[config.mk]
export PLATFORM = sky130hd
export DESIGN_NAME = buzz_note_player
export DESIGN_NICKNAME = d
export VERILOG_FILES = /design/src/rtl/buzz_note_player.sv
export SDC_FILE = /design/constraint.sdc
export NUM_CORES = 1
export LEC_CHECK = 0
export ABC_AREA = 1
export CAP_MARGIN = 10
export CORE_ASPECT_RATIO = 1.2
export CORE_MARGIN = 2
export CORE_UTILIZATION = 50
export DETAILED_ROUTE_END_ITERATION = 10
export PLACE_DENSITY = 0.74
export SLEW_MARGIN = 20
export SYNTH_ARGS = -nofsm -noshare
export SYNTH_HDL_FRONTEND = slang
export SYNTH_SLANG_ARGS = --single-unit
[constraint.sdc]
create_clock -name clk -period 5.4 [get_ports clk]
set_input_delay 0.81 -clock clk [delete_from_list [all_inputs] [get_ports clk]]
set_output_delay 0.81 -clock clk [all_outputs]
set_load 0.05 [all_outputs]
[src/rtl/buzz_note_player.sv]
// Switch-driven square-wave note player: key selection (lowest or last-pressed),
// octave shift, optional release tail, single driver of the buzzer pin.
module buzz_note_player #(
    parameter int CLK_HZ   = 50_000_000,
    parameter int N_KEYS   = 7,
    parameter int MODE     = 0,
    parameter int TAIL_CYC = 0
) (
    input  logic              clk,
    input  logic              rst_n,
    input  logic [N_KEYS-1:0] switch,
    input  logic [1:0]        octave,
    input  logic              enable,
    output logic              speaker,
    output logic              active,
    output logic [3:0]        note_idx
);

    localparam logic [1:0] S_IDLE = 2'd0;
    localparam logic [1:0] S_PLAY = 2'd1;
    localparam logic [1:0] S_TAIL = 2'd2;

    localparam logic [31:0] TAIL_LD = (TAIL_CYC > 0) ? 32'(TAIL_CYC - 1) : 32'd0;

    logic [N_KEYS-1:0] r_sw_m, r_sw_s, r_sw_p;
    logic [1:0]        r_oct;
    logic              r_en;
    logic [1:0]        r_state;
    logic [31:0]       r_cnt, r_tail;
    logic              r_spk;
    logic [3:0]        r_note;

    logic [N_KEYS-1:0] w_rise;
    logic              w_any, w_held, w_wrap;
    logic [3:0]        w_sel;
    logic [31:0]       w_hp, w_shift, w_hpe;

    // Half-period in clocks of C4..B4; every branch is a constant expression.
    function automatic logic [31:0] f_hp(input logic [3:0] i);
        case (i)
            4'd0:    f_hp = 32'(CLK_HZ / (2 * 262));
            4'd1:    f_hp = 32'(CLK_HZ / (2 * 277));
            4'd2:    f_hp = 32'(CLK_HZ / (2 * 294));
            4'd3:    f_hp = 32'(CLK_HZ / (2 * 311));
            4'd4:    f_hp = 32'(CLK_HZ / (2 * 330));
            4'd5:    f_hp = 32'(CLK_HZ / (2 * 349));
            4'd6:    f_hp = 32'(CLK_HZ / (2 * 370));
            4'd7:    f_hp = 32'(CLK_HZ / (2 * 392));
            4'd8:    f_hp = 32'(CLK_HZ / (2 * 415));
            4'd9:    f_hp = 32'(CLK_HZ / (2 * 440));
            4'd10:   f_hp = 32'(CLK_HZ / (2 * 466));
            default: f_hp = 32'(CLK_HZ / (2 * 494));
        endcase
    endfunction

    function automatic logic [3:0] f_lowest(input logic [N_KEYS-1:0] v);
        logic [3:0] idx;
        idx = 4'd0;
        for (int i = N_KEYS - 1; i >= 0; i--)
            if (v[i]) idx = 4'(i);
        return idx;
    endfunction

    assign w_hp    = f_hp(r_note);
    assign w_shift = w_hp >> r_oct;
    assign w_hpe   = (w_shift == 32'd0) ? 32'd1 : w_shift;
    // >= so that an octave raise mid-note toggles at once instead of wrapping the counter
    assign w_wrap  = (r_cnt >= w_hpe - 32'd1);
    assign w_rise  = r_sw_s & ~r_sw_p;
    assign w_any   = |r_sw_s;

    always_comb begin
        w_held = 1'b0;
        for (int i = 0; i < N_KEYS; i++)
            if (r_note == 4'(i)) w_held = r_sw_s[i];
        w_sel = f_lowest(r_sw_s);
        if (MODE == 1) begin
            if (|w_rise)     w_sel = f_lowest(w_rise);
            else if (w_held) w_sel = r_note;
        end
    end

    always_ff @(posedge clk or negedge rst_n) begin
        if (!rst_n) begin
            r_sw_m  <= '0;
            r_sw_s  <= '0;
            r_sw_p  <= '0;
            r_oct   <= 2'd0;
            r_en    <= 1'b0;
            r_state <= S_IDLE;
            r_cnt   <= 32'd0;
            r_tail  <= 32'd0;
            r_spk   <= 1'b0;
            r_note  <= 4'd0;
        end else begin
            r_sw_m <= switch;
            r_sw_s <= r_sw_m;
            r_sw_p <= r_sw_s;
            r_oct  <= octave;
            r_en   <= enable;
            if (!r_en) begin
                r_state <= S_IDLE;
                r_cnt   <= 32'd0;
                r_tail  <= 32'd0;
                r_spk   <= 1'b0;
            end else begin
                // Tone step first; state branches below override it on load/stop.
                if (r_state != S_IDLE) begin
                    if (w_wrap) begin
                        r_spk <= ~r_spk;
                        r_cnt <= 32'd0;
                    end else begin
                        r_cnt <= r_cnt + 32'd1;
                    end
                end
                case (r_state)
                    S_IDLE: begin
                        if (w_any) begin
                            r_note  <= w_sel;
                            r_cnt   <= 32'd0;
                            r_spk   <= 1'b0;
                            r_state <= S_PLAY;
                        end
                    end
                    S_PLAY: begin
                        if (!w_any) begin
                            if (TAIL_CYC == 0) begin
                                r_state <= S_IDLE;
                                r_cnt   <= 32'd0;
                                r_spk   <= 1'b0;
                            end else begin
                                r_state <= S_TAIL;
                                r_tail  <= TAIL_LD;
                            end
                        end else if (w_sel != r_note) begin
                            r_note <= w_sel;
                            r_cnt  <= 32'd0;
                            r_spk  <= 1'b0;
                        end
                    end
                    S_TAIL: begin
                        if (w_any) begin
                            r_note  <= w_sel;
                            r_cnt   <= 32'd0;
                            r_spk   <= 1'b0;
                            r_tail  <= 32'd0;
                            r_state <= S_PLAY;
                        end else if (r_tail == 32'd0) begin
                            r_state <= S_IDLE;
                            r_cnt   <= 32'd0;
                            r_spk   <= 1'b0;
                        end else begin
                            r_tail <= r_tail - 32'd1;
                        end
                    end
                    default: begin
                        r_state <= S_IDLE;
                        r_cnt   <= 32'd0;
                        r_tail  <= 32'd0;
                        r_spk   <= 1'b0;
                    end
                endcase
            end
        end
    end

    assign speaker  = r_spk;
    assign active   = (r_state == S_PLAY) || (r_state == S_TAIL);
    assign note_idx = r_note;

endmodule

== Word level (Yosys, flattened, before mapping) ==
Memory sizes are Yosys's and may differ from the RTL's.
Cells that the tools add are included.
W data, S select, Z words.

* Add/subtract/negate cells: 3
* $lt $le $gt $ge: 1
* Eq/ne operators: 11
* Shift operators: 1
* Mux-type cells: 40
* Bitwise gates (word level): 1
* Reductions and logical operators: 12

{| class="wikitable"
|+ Operators with widths
! operator !! number
|-
| $mux W32 || 12
|-
| $pmux W32 S3 || 1
|-
| $logic_not A32 Y1 || 2
|-
| $pmux W32 S2 || 1
|-
| $sub A32 B1 Y32 const B || 2
|-
| $mux W4 || 9
|-
| $add A32 B1 Y32 const B || 1
|-
| $ge A32 B32 Y1 || 1
|-
| $shr A32 B2 Y32 || 1
|-
| $mux W2 || 5
|-
| $mux W1 || 8
|-
| $ne A4 B4 Y1 const B || 2
|-
| $pmux W4 S2 || 1
|-
| $reduce_or A7 Y1 || 1
|-
| $ne A2 B2 Y1 const B || 3
|-
| $ne A3 B3 Y1 const B || 2
|-
| $pmux W2 S3 || 1
|-
| $reduce_and A5 Y1 || 1
|-
| $ne A4 B4 Y1 || 1
|-
| $reduce_bool A2 Y1 || 2
|-
| $reduce_or A2 Y1 || 2
|-
| $mux W3 || 1
|-
| $pmux W1 S3 || 1
|-
| $reduce_and A3 Y1 || 1
|-
| other kinds (7) || 7
|}

* Register bits: 88
* ROM bits: 272
* Bits of input ports: 12
* Output and inout port bits: 6
* Word-level logic and storage cells: 79
* Memories kept: 1

{| class="wikitable"
|+ Memory list
! name !! words !! width !! rd ports !! clocked after memory_dff !! wr ports !! line !! text
|-
| (no name shown) || 16 || 17 || 1 || 0 || 0 || 40 || <nowiki>case (i)</nowiki>
|}

== Logic depth before layout (Yosys ltp) ==
Gate-level depths: netlist of the first run.

* Depth in word-level cells: 12
* Mapped depth: 28
* Gate-level depth less buffers: 27

== Worst setup path after synthesis of the first run ==
OpenSTA, ideal clock, no wires.

* Path type: reg-to-reg
* From: reg r_note[0] (netlist: note_idx[0])
* To: reg r_cnt[26]
* Library setup time: 0.118 ns
* Arrival time: 3.518 ns
* Required time: 5.282 ns
* Slack: 1.764 ns
* Stages on the path, launching flop included: 28
* Path buffers: 2
* Period minus slack after synthesis: 3.636 ns
* Cells stage by stage: dfrtp_1 -> buf_2 -> inv_1 -> ha_1 -> nand2_1 -> nand2_1 -> nand2_1 -> o21ai_2 -> ha_1 -> inv_1 -> nor2_1 -> nand2_1 -> nor2_1 -> xor2_1 -> inv_1 -> ha_1 -> nand2_1 -> nor2_1 -> nand2_1 -> nand2_1 -> nand2_1 -> nand2_1 -> nand2_1 -> nand3_1 -> nand2_1 -> nand2_2 -> buf_6 -> nor2_1

* Word-level cells in the longest chain between the ends: 12
* Elaborated cells between the ends (all ways): 16
* Classes of those cells: add/sub (1); order compare (1); eq/ne (1); shift (1); mux (10); reduce/logical (1); memory (1)

{| class="wikitable"
|+ Ends and longest elaborated chain
! what !! line !! text
|-
| start: declaration || 31 || <nowiki>logic [3:0] r_note;</nowiki>
|-
| start signal: assignment || 119 || <nowiki>r_note <= w_sel;</nowiki>
|-
| start signal: assignment || 136 || <nowiki>r_note <= w_sel;</nowiki>
|-
| start signal: assignment || 143 || <nowiki>r_note <= w_sel;</nowiki>
|-
| $mem_v2 Z16 W17 || n/a ||
|-
| $shr A32 B2 Y32 || 65 || <nowiki>assign w_shift = w_hp >> r_oct;</nowiki>
|-
| $logic_not A32 Y1 || 66 || <nowiki>assign w_hpe = (w_shift == 32'd0) ? 32'd1 : w_shift;</nowiki>
|-
| $mux W32 || 66 ||
|-
| $sub A32 B1 Y32 || 68 || <nowiki>assign w_wrap = (r_cnt >= w_hpe - 32'd1);</nowiki>
|-
| $ge A32 B32 Y1 || 68 ||
|-
| $mux W32 || 109 || <nowiki>if (w_wrap) begin</nowiki>
|-
| $mux W32 || 108 || <nowiki>if (r_state != S_IDLE) begin</nowiki>
|-
| $mux W32 (on tied branches) || 148, 135 ||
|-
| $mux W32 (on tied branches) || 142, 126 ||
|-
| $pmux W32 S3 * || 116 || <nowiki>case (r_state)</nowiki>
|-
| $mux W32 * || 101 || <nowiki>if (!r_en) begin</nowiki>
|-
| end signal: assignment || 113 || <nowiki>r_cnt <= r_cnt + 32'd1;</nowiki>
|-
| end: declaration || 29 || <nowiki>logic [31:0] r_cnt, r_tail;</nowiki>
|}

Every way passes the cells marked *; elsewhere a longest branch is shown, timed or not.
A chain may end at the register's enable or synchronous reset.

== Worst setup path after layout of the first run ==
Same ends and word-level chain as after synthesis.

==> summary.md, run 1 <==
| Metric | Value |
|---|---|
| Area of the multi-input gates | `2540 um^2` |
| PwrDens | `201 nW/um^2` |
| Ranking of synthesized cells by area | `dfrtp_1 32%, nand2_1 13%, ha_1 12%` |
| Hold Crit Start | `r_sw_m[6]` |
| DP Wirelength | `7040 um` |
| Crit Reg-Reg Startpoint | `note_idx[0]` |
| Crit. End Element | `flop` |
| Slowest stage cell, crit path | `dfrtp_1` |
| Final Hold Vio Count | `0` |
| Clk pwr share | `0.319` |
| # diodes | `0` |
| Number of global-route vias before repair | `3,475` |
| Yosys top cell area share | `0.322` |
| Min-Delay Path Class | `reg -> reg` |
| CTS tree | `built` |
| Synth warnings | `0` |
| Flop pwr share | `0.470` |
| Data arrival, critical path | `4.42 ns` |
| Number of buffers created by CTS | `5` |
| Yosys top cell by area | `dfrtp_1` |
| Post-Synth Simple-Gate Area | `0.308` |
| GPL Wtd Cong | `0.894` |
| FFs w/ async S/R, synth | `1.00` |
| Root buf cell | `clkbuf_8` |
| Port Buffer Count | `16` |
| CP required | `5.58 ns` |
| Sequential element share of the synthesized area | `0.322` |
| Worst VDD drop | `138 uV` |
| Final Max Slew Viols | `0` |
| Antenna violations before repair | `0` |
| Tcrit/Tclk final | `0.785` |
| Syn_area_per_cell | `7.50 um^2` |
| Sw power | `0.000286 W` |
| Static leakage | `2.19 nW` |
| Routed WL | `9020 um` |
| Sum Neg Setup Slack | `0 ns` |
| Synth unique cells | `39` |
| RSZ-0062 raised after global routing | `no` |
| Die area | `9150 um^2` |
| Total track usage | `0.211` |
| Status | `completed` |
| CP Class | `reg -> reg` |
| Grt ovf | `0` |
| Slew HR | `0.526` |
| Most frequent CP cell | `nand2_1` |
| Critical path launch point type | `flop` |
| Starting Density | `0.515` |
| P&R area growth vs syn | `8.67%` |
| #FFs+latches synth | `54` |
| H-tree depth | `2` |
| Logic pwr share | `0.211` |
| Synthesized cell area | `4200 um^2` |
| Compound-Gate Fraction of Synth Area | `0.122` |
| DR vias | `3,626` |
| CP bufs+invs | `3` |
| Critical path cell sequence | `inv_1, ha_1, nand2_1, nand2_1, nand2_1, o21ai_2, ha_1, inv_1, nor2_1, nand2_1, nor2_1, xor2_1, inv_1, ha_1, nand2_1, nor2_1, nand4_1, nor2_1, nand2_1, nand3_1, nand2_1, nand2_2, nor2_1` |
| Main flop type after synthesis | `dfrtp_1` |
| Measured slew at the worst slew-check pin | `0.709 ns` |
| Peak per-stage delay on the critical path | `0.65 ns` |
| XOR/XNOR Fraction of Synth Area | `0.0417` |
| Post-synthesis mux area share | `0` |
| Sw Share | `0.311` |
| CP top delay family | `simple AND/OR/NAND/NOR gates` |
| First-pass GRT wire length | `15,600 um` |
| Internal power | `0.000632 W` |
| Combinational family with the most area after synthesis | `simple AND/OR/NAND/NOR gates` |
| Resize count post-CTS | `0` |
| Antenna Nets Post-Route | `0` |
| # IOs | `18` |
| Finished Core Util | `0.560` |
| Crit. Startpoint | `note_idx[0]` |
| DR pass1 iterations | `5` |
| Die H | `104 um` |
| Vias/cell | `5.19` |
| Iteration-0 DRC Markers | `196` |
| Final setup vio count | `0` |
| Die width | `87.7 um` |
| Total core area | `8150 um^2` |
| Max Clock Skew | `0.0121 ns` |
| Routed len/inst | `12.9 um` |
| Post-CTS Setup Bufs | `0` |
| Core Rows | `36` |
| Max cap viols | `0` |
| Clk slew on worst S/H paths | `0.10 ns` |
| DRC violation count after routing | `0` |
| Max Freq | `236 MHz` |
| Register area | `1350 um^2` |
| # nets final | `635` |
| Layout cells sized above 1 | `0.0942` |
| CP Max Fanout | `32` |
| FILL cells | `732` |
| Largest net degree at the start of global routing | `55` |
| Clk sinks | `54` |
| Fin crit period | `4.24 ns` |
| Power, Total | `0.000917 W` |
| Post-Syn Instances | `560` |
| Worst-Skew Late Latency | `0.32 ns` |
| CTS Buffer Depth | `2` |
| Hold buffer count at cts | `0` |
| Post-synth EDFFs | `0` |
| Post-Synth Adder-Cell Area | `0.119` |
==> cell type report <==
cell class	count	area share
timing repair buffer	17	0.0356
inverter	66	0.0543
multi-input combinational	439	0.556
clock inverter	2	0.00850
sequential	54	0.296
tap	114	0.0313
clock buffer	6	0.0181
==> routing by layer <==
layer	routed length (um)	global-route usage	up-vias
met5	0	0	-
met4	192	0.0681	0
met3	158	0.0214	17
met2	4820	0.378	43
met1	3850	0.257	1715
li1	-	-	1851
==> placed cells by master (no fill, tap or decap), types with 15 or more instances in the layout <==
| master | count |
|---|---|
| nand2_1 | 144 |
| inv_1 | 62 |
| nor2_1 | 60 |
| dfrtp_1 | 54 |
| ha_1 | 40 |
| o21ai_0 | 32 |
| a21oi_1 | 26 |
| nand3_1 | 19 |
| xor2_1 | 16 |
| conb_1 | 16 |
| clkdlybuf4s50_1 | 15 |
==> worst register-to-register path, delay by kind of cell, from the launching register on <==
kind                       cells  cell delay (ns)
AOI/OAI and AO/OA              1             0.23
and+or+nand+nor               15             1.95
DFF                            1             0.65
adders and majority gates      3             0.83
xor gates and xnor gates       1             0.16
buffers and inverters          3             0.30
==> logic make-up after synthesis <==
logic type | after synthesis
fa+ha+maj | 40
simple gates | 276
flops | 54
other cells | 2
compound gates | 87
xor+xnor | 20
buf+inv | 81
==> final timing paths <==
kind                        endpoint  slack, ns  cells after the start
min in group asynchronous  r_sw_m[4]       0.59                      2
setup / recovery           r_cnt[26]       1.16                     23
max in group asynchronous  r_cnt[19]       4.35                      2
setup reg to reg           r_cnt[26]       1.16                     23
hold reg to reg            r_sw_s[6]       0.36                      0
hold / removal             r_sw_s[6]       0.36                      0
==> sequential cells by signal, indices dropped and copies added (netlist names) <==
signal    cells
r_sw_m        7
r_state       1
r_oct         2
speaker       1
r_en          1
r_cnt        32
r_sw_s        7
note_idx      3
==> power by group through the flow <==
stage | Sequential [W] | Combinational, W | Clock (W)
6_report | 0.000431 | 0.000194 | 0.000293
5_1_grt | 0.000433 | 0.000219 | 0.000311
4_1_cts | 0.000430 | 0.000193 | 0.000295
3_5_place_dp | 0.000438 | 0.000192 | 0
3_3_place_gp | 0.000438 | 0.000188 | 0
2_1_floorplan | 0.000438 | 0.000141 | 0
==> synthesized netlist by cell type (5+ instances only) <==
cell type	instances
nand2_1	144
a21oi_1	26
nor2_4	5
inv_1	62
a21oi_2	6
xor2_1	16
buf_6	5
o21ai_2	7
ha_1	40
dfrtp_1	54
nand4_1	12
nor2_1	60
nand3_2	5
buf_2	5
o21ai_0	32
o21ai_1	5
nor2_2	6
nand3_1	19
nor3_1	10
==> metrics by stage <==
stage	hold slack [ns]	cell area [um^2]	std cells	setup WS [ns]
finish	0.359	4560	698	1.16
global route	0.370	4560	698	0.758
CTS	0.362	4560	698	1.20
detailed placement	0.337	4440	690	1.23
global placement	0.332	4440	690	1.29
floorplan	0.331	4250	574	1.76
No activity file was read; power rests on OpenSTA's default activity.
==> run 2, diff against run 1 <==
PLACE_DENSITY = 0.76   (was 0.74)
clock period = 3.9 ns   (was 5.4 ns; I/O delays follow)
==> run 2 against run 1 <==
Compared with the run above: maximum frequency rose by 16%; highest routed layer unchanged; sequential share of layout area fell by 0.42 points; via count about the same; critical path type unchanged; flip-flop and latch count unchanged; largest cell class unchanged.
==> summary.md, run 2 (same netlist as run 1, synthesis figures left out) <==
| Metric | Value |
|---|---|
| Place WS | `0.139 ns` |
| Critical path launch point type | `flop` |
| Clk sinks | `54` |
| Max cap viols | `0` |
| Slew HR | `0.554` |
| CP Class | `reg -> reg` |
| Vias/cell | `5.12` |
| Sum Neg Setup Slack | `0 ns` |
| Post-DP Area | `4490 um^2` |
| Largest net degree at the start of global routing | `55` |
| First-pass GRT wire length | `15,400 um` |
| Final Hold Vio Count | `0` |
| Max Freq | `273 MHz` |
| Total core area | `8150 um^2` |
| Starting Density | `0.515` |
| H-tree depth | `2` |
| Die area | `9150 um^2` |
| Final Max Slew Viols | `0` |
| Leading cell type in the layout, fill and taps excluded | `nand2_1` |
| CP required | `4.11 ns` |
| Most frequent cells in the layout | `144 x nand2_1, 61 x inv_1, 59 x nor2_1` |
| Total track usage | `0.207` |
| DRC violation count after routing | `0` |
| # diodes | `0` |
| # nets final | `645` |
| CTS tree | `built` |
| Largest Register | `r_cnt` |
| PwrDens | `262 nW/um^2` |
| FILL cells | `757` |
| Routed len/inst | `12.4 um` |
| Die width | `87.7 um` |
| Clk slew on worst S/H paths | `0.11 ns` |
| DR pass1 iterations | `5` |
| Number of buffers created by CTS | `5` |
| Core Rows | `36` |
| Status | `completed` |
| Static leakage | `2.23 nW` |
| Fin crit period | `3.66 ns` |
| Antenna Nets Post-Route | `0` |
| CP Max Fanout | `23` |
| Root buf cell | `clkbuf_8` |
| Number of global-route vias before repair | `3,526` |
| Measured slew at the worst slew-check pin | `0.670 ns` |
| Power, Total | `0.00122 W` |
| Max reg flops | `32` |
| Antenna violations before repair | `0` |
| CTS Buffer Depth | `2` |
| P&R area growth vs syn | `10.4%` |
| Port Buffer Count | `16` |
| Worst-Skew Late Latency | `0.32 ns` |
| Max Clock Skew | `0.0155 ns` |
| Data arrival, critical path | `3.87 ns` |
| Grt ovf | `0` |
| Routed WL | `8780 um` |
| DP Wirelength | `6880 um` |
| DR vias | `3,627` |
| # IOs | `18` |
| Worst VDD drop | `183 uV` |
| Min-Delay Path Class | `in -> async` |
| GPL Wtd Cong | `0.874` |
| Top flop regs | `r_cnt (32), r_sw_m (7), r_sw_s (7)` |
| Layout cells sized above 1 | `0.120` |
| Final setup vio count | `0` |
| Crit. End Element | `flop` |
| Die H | `104 um` |
| Iteration-0 DRC Markers | `177` |
| Design Area, Final | `4640 um^2` |
| Tcrit/Tclk final | `0.938` |
| Finished Core Util | `0.569` |
| Fin worst setup slack | `0.242 ns` |
run 2: worst paths after layout:
kind	startpoint	end	slack, ns	depth (start not counted)
max	note_idx[1]	r_cnt[15]	0.24	25
min	rst_n	r_sw_m[4]	0.36	2
max reg2reg	note_idx[1]	r_cnt[15]	0.24	25
min reg2reg	r_sw_m[2]	r_sw_s[2]	0.36	0
max in group asynchronous	rst_n	note_idx[1]	3.06	2
min in group clk	r_sw_m[2]	r_sw_s[2]	0.36	0
run 2: final cells by class:
cell class	instances	area, um^2	area share
Clock buffer	5	68.8	0.0148
Clock inverter	3	28.8	0.00620
Inverter	66	250	0.0540
Multi-Input combinational cell	439	2550	0.549
Sequential cell	54	1350	0.292
Tap cell	114	143	0.0308
Timing Repair Buffer	27	248	0.0534
run 2: routing by layer:
metal	vias up	routed length, um	track usage
met5	-	0	0
met4	0	207	0.0714
met3	16	224	0.0254
met2	68	4570	0.366
met1	1675	3780	0.253
li1	1868	-	-
run 2: critical path: stages (launching register included):
cell	delay (ns)
dfrtp_2	0.48
ha_2	0.26
inv_1	0.05
nand2_1	0.06
o21ai_0	0.10
a21oi_1	0.18
o21ai_0	0.14
o21ai_2	0.13
ha_2	0.23
inv_1	0.05
nor2_1	0.09
nand2_1	0.12
nor2_2	0.14
xor2_1	0.14
inv_1	0.05
ha_1	0.26
nand2_1	0.06
nor2_1	0.14
nand4_1	0.10
nor2_1	0.11
nand2_1	0.07
nand3_1	0.14
nand2_1	0.07
nand2_2	0.10
buf_12	0.18
nor2_1	0.06
run 2: stage by stage:
stage	instances	hold WS, ns
2_1_floorplan	574	0.289
3_3_place_gp	695	0.333
3_5_place_dp	695	0.335
4_1_cts	703	0.361
5_1_grt	708	0.367
6_report	708	0.357
run 2: what timing repair did:
action,in CTS,in global routing
hold buffers,0,0
setup buffers,0,5
setup endpoints to repair,0,33
gates resized for setup,0,7
run 2: report_power, final:
group	leakage [nW]	switching (W)	internal (W)
Clock	0.0502	0.000205	0.000134
Sequential	0.708	0.0000142	0.000573
Combinational	1.47	0.000184	0.000105
